**src/rtl/hazard_fwd_unit.sv**
```systemverilog
`default_nettype none
// ============================================================================
// hazard_fwd_unit: ALU operand forwarding plus load-use / mult-div stall control.
// Optional stall statistics counter (stall_count) when HAZARD_STALL_STATS_EN is defined.
// Revision: 1.0
// ============================================================================
module hazard_fwd_unit #(
  parameter int MD_LATENCY = 32
) (
  input  logic       clk,
  input  logic       rst,
  input  logic [4:0] id_rs,
  input  logic [4:0] id_rt,
  input  logic [4:0] ex_rs,
  input  logic [4:0] ex_rt,
  input  logic [4:0] ex_mem_rd,
  input  logic       ex_mem_reg_write,
  input  logic [4:0] mem_wb_rd,
  input  logic       mem_wb_reg_write,
  input  logic       id_ex_mem_read,
  input  logic [4:0] id_ex_rt,
  input  logic       md_start,
  input  logic       id_md_read,
  output logic [1:0] fwd_a_sel,
  output logic [1:0] fwd_b_sel,
  output logic       stall,
  output logic       id_ex_flush,
  output logic       md_busy
`ifdef HAZARD_STALL_STATS_EN
  ,
  output logic [31:0] stall_count
`endif
);

  localparam int c_cnt_w = $clog2(MD_LATENCY);
  localparam logic [c_cnt_w-1:0] c_md_load = c_cnt_w'(MD_LATENCY - 1);
  localparam logic [c_cnt_w-1:0] c_md_last = c_cnt_w'(1);

  typedef enum logic [0:0] {
    S_IDLE    = 1'b0,
    S_MD_BUSY = 1'b1
  } state_t;

  state_t             r_state;
  state_t             w_state_nxt;
  logic [c_cnt_w-1:0] r_md_cnt;
  logic [c_cnt_w-1:0] w_md_cnt_nxt;
  logic               w_load_use;
  logic               w_md_hazard;

  // EX/MEM is checked first so the youngest producer wins; register 0 is never forwarded.
  function automatic logic [1:0] fwd_sel(input logic [4:0] src);
    if (ex_mem_reg_write && (ex_mem_rd != 5'd0) && (ex_mem_rd == src))
      return 2'd1;
    else if (mem_wb_reg_write && (mem_wb_rd != 5'd0) && (mem_wb_rd == src))
      return 2'd2;
    else
      return 2'd0;
  endfunction

  assign fwd_a_sel = fwd_sel(ex_rs);
  assign fwd_b_sel = fwd_sel(ex_rt);

  assign w_load_use  = id_ex_mem_read && (id_ex_rt != 5'd0) &&
                       ((id_ex_rt == id_rs) || (id_ex_rt == id_rt));
  assign md_busy     = (r_state == S_MD_BUSY);
  assign w_md_hazard = md_busy && id_md_read;
  assign stall       = w_load_use || w_md_hazard;
  assign id_ex_flush = stall;

  always_ff @(posedge clk or posedge rst) begin
    if (rst) begin
      r_state  <= S_IDLE;
      r_md_cnt <= '0;
    end else begin
      r_state  <= w_state_nxt;
      r_md_cnt <= w_md_cnt_nxt;
    end
  end

  // md_start is only sampled in IDLE; the flush path has no influence on the count.
  always_comb begin
    w_state_nxt  = r_state;
    w_md_cnt_nxt = r_md_cnt;
    case (r_state)
      S_IDLE: begin
        if (md_start) begin
          w_state_nxt  = S_MD_BUSY;
          w_md_cnt_nxt = c_md_load;
        end
      end
      S_MD_BUSY: begin
        w_md_cnt_nxt = r_md_cnt - 1'b1;
        if (r_md_cnt == c_md_last)
          w_state_nxt = S_IDLE;
      end
      default: begin
        w_state_nxt  = S_IDLE;
        w_md_cnt_nxt = '0;
      end
    endcase
  end

`ifdef HAZARD_STALL_STATS_EN
  logic [31:0] r_stall_count;

  always_ff @(posedge clk or posedge rst) begin
    if (rst)
      r_stall_count <= '0;
    else if (stall)
      r_stall_count <= r_stall_count + 32'd1;
  end

  assign stall_count = r_stall_count;
`endif

endmodule
`default_nettype wire

```
**config.mk**
```make
export PLATFORM = sky130hd
export DESIGN_NAME = hazard_fwd_unit
export DESIGN_NICKNAME = d
export VERILOG_FILES = /design/src/rtl/hazard_fwd_unit.sv
export SDC_FILE = /design/constraint.sdc
export NUM_CORES = 1
export LEC_CHECK = 0
export CAP_MARGIN = 15
export CORE_AREA = 8 8 45 47
export CTS_BUF_LIST = sky130_fd_sc_hd__clkbuf_8
export CTS_CLUSTER_SIZE = 20
export DETAILED_ROUTE_END_ITERATION = 8
export DIE_AREA = 0 0 53 55
export DONT_BUFFER_PORTS = 1
export PLACE_DENSITY = 0.68
export SLEW_MARGIN = 20
export SYNTH_ARGS = -nofsm -noshare
export SYNTH_HDL_FRONTEND = slang
export SYNTH_SLANG_ARGS = --single-unit
```
**constraint.sdc**
```tcl
create_clock -name clk -period 4.4 [get_ports clk]
set_input_delay 0.88 -clock clk [delete_from_list [all_inputs] [get_ports clk]]
set_output_delay 0.88 -clock clk [all_outputs]
set_load 0.02 [all_outputs]
```
Word-level counts from Yosys, hierarchy flattened
Cells that the tools add are included.
{ "totals": {"register_bits": 6, "in_bits": 42} }
{ "classes": {"add_sub_neg": 1, "eq_ne": 8, "muxes": 9, "n_bitwise": 1, "n_reduce_logical": 14} }
{ "op_table": {"columns": ["operator", "n"], "rows": [
  ["5-bit equality test", 6],
  ["5-bit nonzero test", 3],
  ["5-bit one-hot mux with 2 select lines", 1],
  ["1-bit logical AND", 9],
  ["2-bit two-way mux", 4],
  ["5-bit by 1-bit equality test with 1-bit output, second input constant", 1],
  ["5-bit two-way mux", 1],
  ["5-bit by 1-bit subtractor with 5-bit output, second input constant", 1],
  ["1-bit logical OR", 2],
  ["1-bit two-way mux", 2],
  ["2-bit inequality test, second input constant", 1],
  ["1-bit one-hot mux with 2 select lines", 1],
  ["1-bit inverter", 1]
]} }

Depth between registers and ports, before layout
{ "logic_depth": {"word_depth": 5, "ltp_mapped": 6, "mapped_depth_nobuf": 6} }

Worst setup path after synthesis
No wires, ideal clock.
{ "synth_path": {"kind": "input port to output port", "start": "input port ex_mem_rd[1]", "end": "output port fwd_a_sel[1]", "arrival_ns": 2.228, "required_ns": 3.520, "setup_slack_ns": 1.292, "path_stages": 4, "path_buffers": 0, "cell_sequence": "or4_1 o21ai_2 nor4_1 nor4_2"} }
{ "synth_via": {"elab_chain_len": 4, "word_cells_on_any_way": 5} }
{ "synth_lines": {"columns": ["element", "line_no", "source"], "rows": [
  ["from (decl)", "16", "input logic [4:0] ex_mem_rd,"],
  ["5-bit nonzero test", "53", "if (ex_mem_reg_write && (ex_mem_rd != 5'd0) && (ex_mem_rd == src))"],
  ["1-bit logical AND", "53", null],
  ["1-bit logical AND (*)", "53", null],
  ["2-bit two-way mux (*)", "53", null],
  ["to (decl)", "24", "output logic [1:0] fwd_a_sel,"]
]} }
Mark *: on every way between the ends. The rest lies on a longest branch, timed or not.

Final worst setup path
Same ends and word-level chain as after synthesis.

==> impl_metrics.yaml <==
logic_synthesis:
  synth_ff_type: "dfrtp_1"
  synth_async_sr_flop_share: 1.000
  yosysSeqAreaShare: 0.2135
  syn_avg_cell_area_um2: 8.472
  syn_area_um2: 703.2
  synthDistinctLibCells: 23
  syn_inst: 83
  yosys_warnings: 0
  synth_nets: 127
  synth_edf_count: 0
  ys_ff_latch: 6
clock_tree:
  cts.clk_slew.worst_paths_ps: 40
  cts_tree: "yes"
  cts_setup_buffers: 0
  numClockSinks: 6
  clk_latency_ps: 220
  numCtsBuffers: 3
  hold_buffers: 0
  cts.path.max_buffers: 2
  cts_resized: 0
  htreeDepth: 1
  root_buffer: "clkbuf_8"
cells_and_area:
  multi_input_area_um2: 539.3
  nFillCells: 144
  fin_cells: 101
  n_antenna_cell: 0
  regArea_um2: 150.1
  layout-drive-gt1-share: 0.1059
  area_growth_pct: 9.965
  final_nets: 131
global_route:
  antenna_found_initial: 0
  globalRouteOverflowTotal: 0
  grt_max_degree: 15
  grt_pass1_wl_mm: 2.718
  grtUsageTotal: 0.1255
  grt_pass1_vias: 671
critical_path:
  cp_num_buf_inv: 0
  slowest_delay_ps: 560
  path_cells: "or4_1, o21ai_2, nor4_2, nor4_2"
  worstSetupPathType: "input pin to output port"
  path_common_cell: "nor4_2"
  cp.required_ps: 3520
  cp_slowest_cell: "nor4_2"
  crit_family: "simple AND/OR/NAND/NOR gates"
  critPathMaxFanout: 3
  critPathCaptureType: "output port"
  critPathLaunchType: "input pin"
  worstPathArrival_ps: 2280
die:
  die_y_um: 55
  dieArea_um2: 2915
  initial_utilization: 0.5081
  die-width_um: 53
  ios: 49
  num_rows: 14
  coreArea_um2: 1384
timing:
  fin_crit_ps: 3162
  rsz0062_at_grt: "false"
  clock_skew_ps: 5.075
  hold_viol_final: 0
  period_share: 0.7187
  setup_viol: 0
  tightest_slew_ps: 725.8
  fmax_mhz: 316.2
  tns_ps: 0
  hold_ws_ps: 460.2
  max_slew_margin: 0.5121
  slew_violations: 0
route:
  wl_mm: 1.754
  drcViolationCount: 0
  vias: 583
  drtIter0Drc: 5
  wl_per_cell_um: 17.37
  drt_first_pass_iters: 4
  routed_via_density: 5.772
  drtAntennaViolNets: 0
pwr:
  power_density_nw_per_um2: 376.5
  power_w: 0.0002911
  ir_drop_uv: 121.8
  p_leak_nw: 0.2955
place:
  dpl.hpwl_mm: 1.508
  port_buffers: 0
  place_congestion: 0.7426
  placed_cells: 98
flow_run:
  cap_violations: 0
worst_hold_path:
  hold_class: "input pin to async pin"
run_status:
  status: "completed"
-- cell type report --
type,instances,area share
Timing Repair Buffer,1,0.009709
Multi-Input combinational cell,71,0.6974
Sequential cell,6,0.1942
Clock buffer,3,0.05340
Tap cell,16,0.02589
Inverter,4,0.01942
-- stage by stage --
stage / util / instance area (um2) / setup WS, ps
finish: 0.5588 / 773.2 / 1238
global route: 0.5588 / 773.2 / 1171
CTS: 0.5497 / 760.7 / 1155
detailed placement: 0.5199 / 719.4 / 1155
global placement: 0.5199 / 719.4 / 1219
floorplan: - / 703.2 / 1292
-- cell families after synthesis --
kind of cell,count (synthesis),synth area share
AOI/OAI and AO/OA,13,0.1086
xor gates and xnor gates,31,0.3861
adders and majority gates,2,0.03558
buffers and inverters,6,0.03736
DFF,6,0.2135
and+or+nand+nor,25,0.2189
-- registers in the layout, indices dropped and copies added (netlist names) --
signal,count
r_md_cnt,5
md_busy,1
-- worst reg2reg max path: cells and delay by family (launching register included) --
kind	cells	cell delay (ps)
AOI/OAI and AO/OA	1	80
xor gates and xnor gates	1	140
adders and majority gates	1	160
buffers and inverters	2	130
DFF	1	410
and+or+nand+nor	1	320
-- synthesized netlist by cell type (2+ instances only) --
cell type	number	area share
a21oi_1	6	0.043
dfrtp_1	6	0.21
ha_1	2	0.036
inv_1	4	0.021
nand2_1	2	0.011
nand3_1	2	0.014
nor2_1	4	0.021
nor3_1	5	0.036
nor4_1	2	0.018
nor4_2	2	0.036
o21ai_0	2	0.014
or3_1	2	0.018
or4_1	5	0.053
xnor2_1	6	0.075
xor2_1	25	0.31
-- path summary, 6_finish.rpt --
| path | startpoint | to | slack, ps | cells after the start |
|---|---|---|---|---|
| worst max-delay path | ex_mem_rd[1] | fwd_a_sel[1] | 1240 | 4 |
| worst min-delay path | rst | r_md_cnt[2] | 460 | 1 |
| worst max register to register | r_md_cnt[0] | r_md_cnt[4] | 3020 | 6 |
| worst min register to register | r_md_cnt[2] | r_md_cnt[2] | 520 | 1 |
| max in group asynchronous | rst | r_md_cnt[4] | 3740 | 1 |
| min in group clk | r_md_cnt[2] | r_md_cnt[2] | 520 | 1 |
-- power breakdown --
group	leakage (nW)	switching, W	internal, W
Clock	0.0216	0.0000237	0.0000588
Combinational	0.209	0.0000478	0.0000521
Sequential	0.0647	0.0000281	0.0000806
Total	0.295	0.0000997	0.000191
-- metal layers --
metal  track usage  part of all wire  up-vias  wire length (um)
li1              -                 -      295                 -
met1        0.1089              0.32      254               570
met2        0.2168              0.52       30               912
met3       0.06150              0.13        4               222
met4        0.1034             0.027        0                48
met5             0                 0        -                 0
-- placed cells by master (no fill, tap or decap), drive strengths merged --
cell type,n
buf,1
o21ai,4
clkbuf,3
nand2,2
nor2,4
a22oi,1
a21oi,6
xor2,25
nand3,2
a31oi,1
dfrtp,6
nor4,4
inv,4
ha,2
nor4b,1
nor3,5
o22a,1
or4,5
xnor2,6
or3,2
Power figures use the tool's default switching activity.
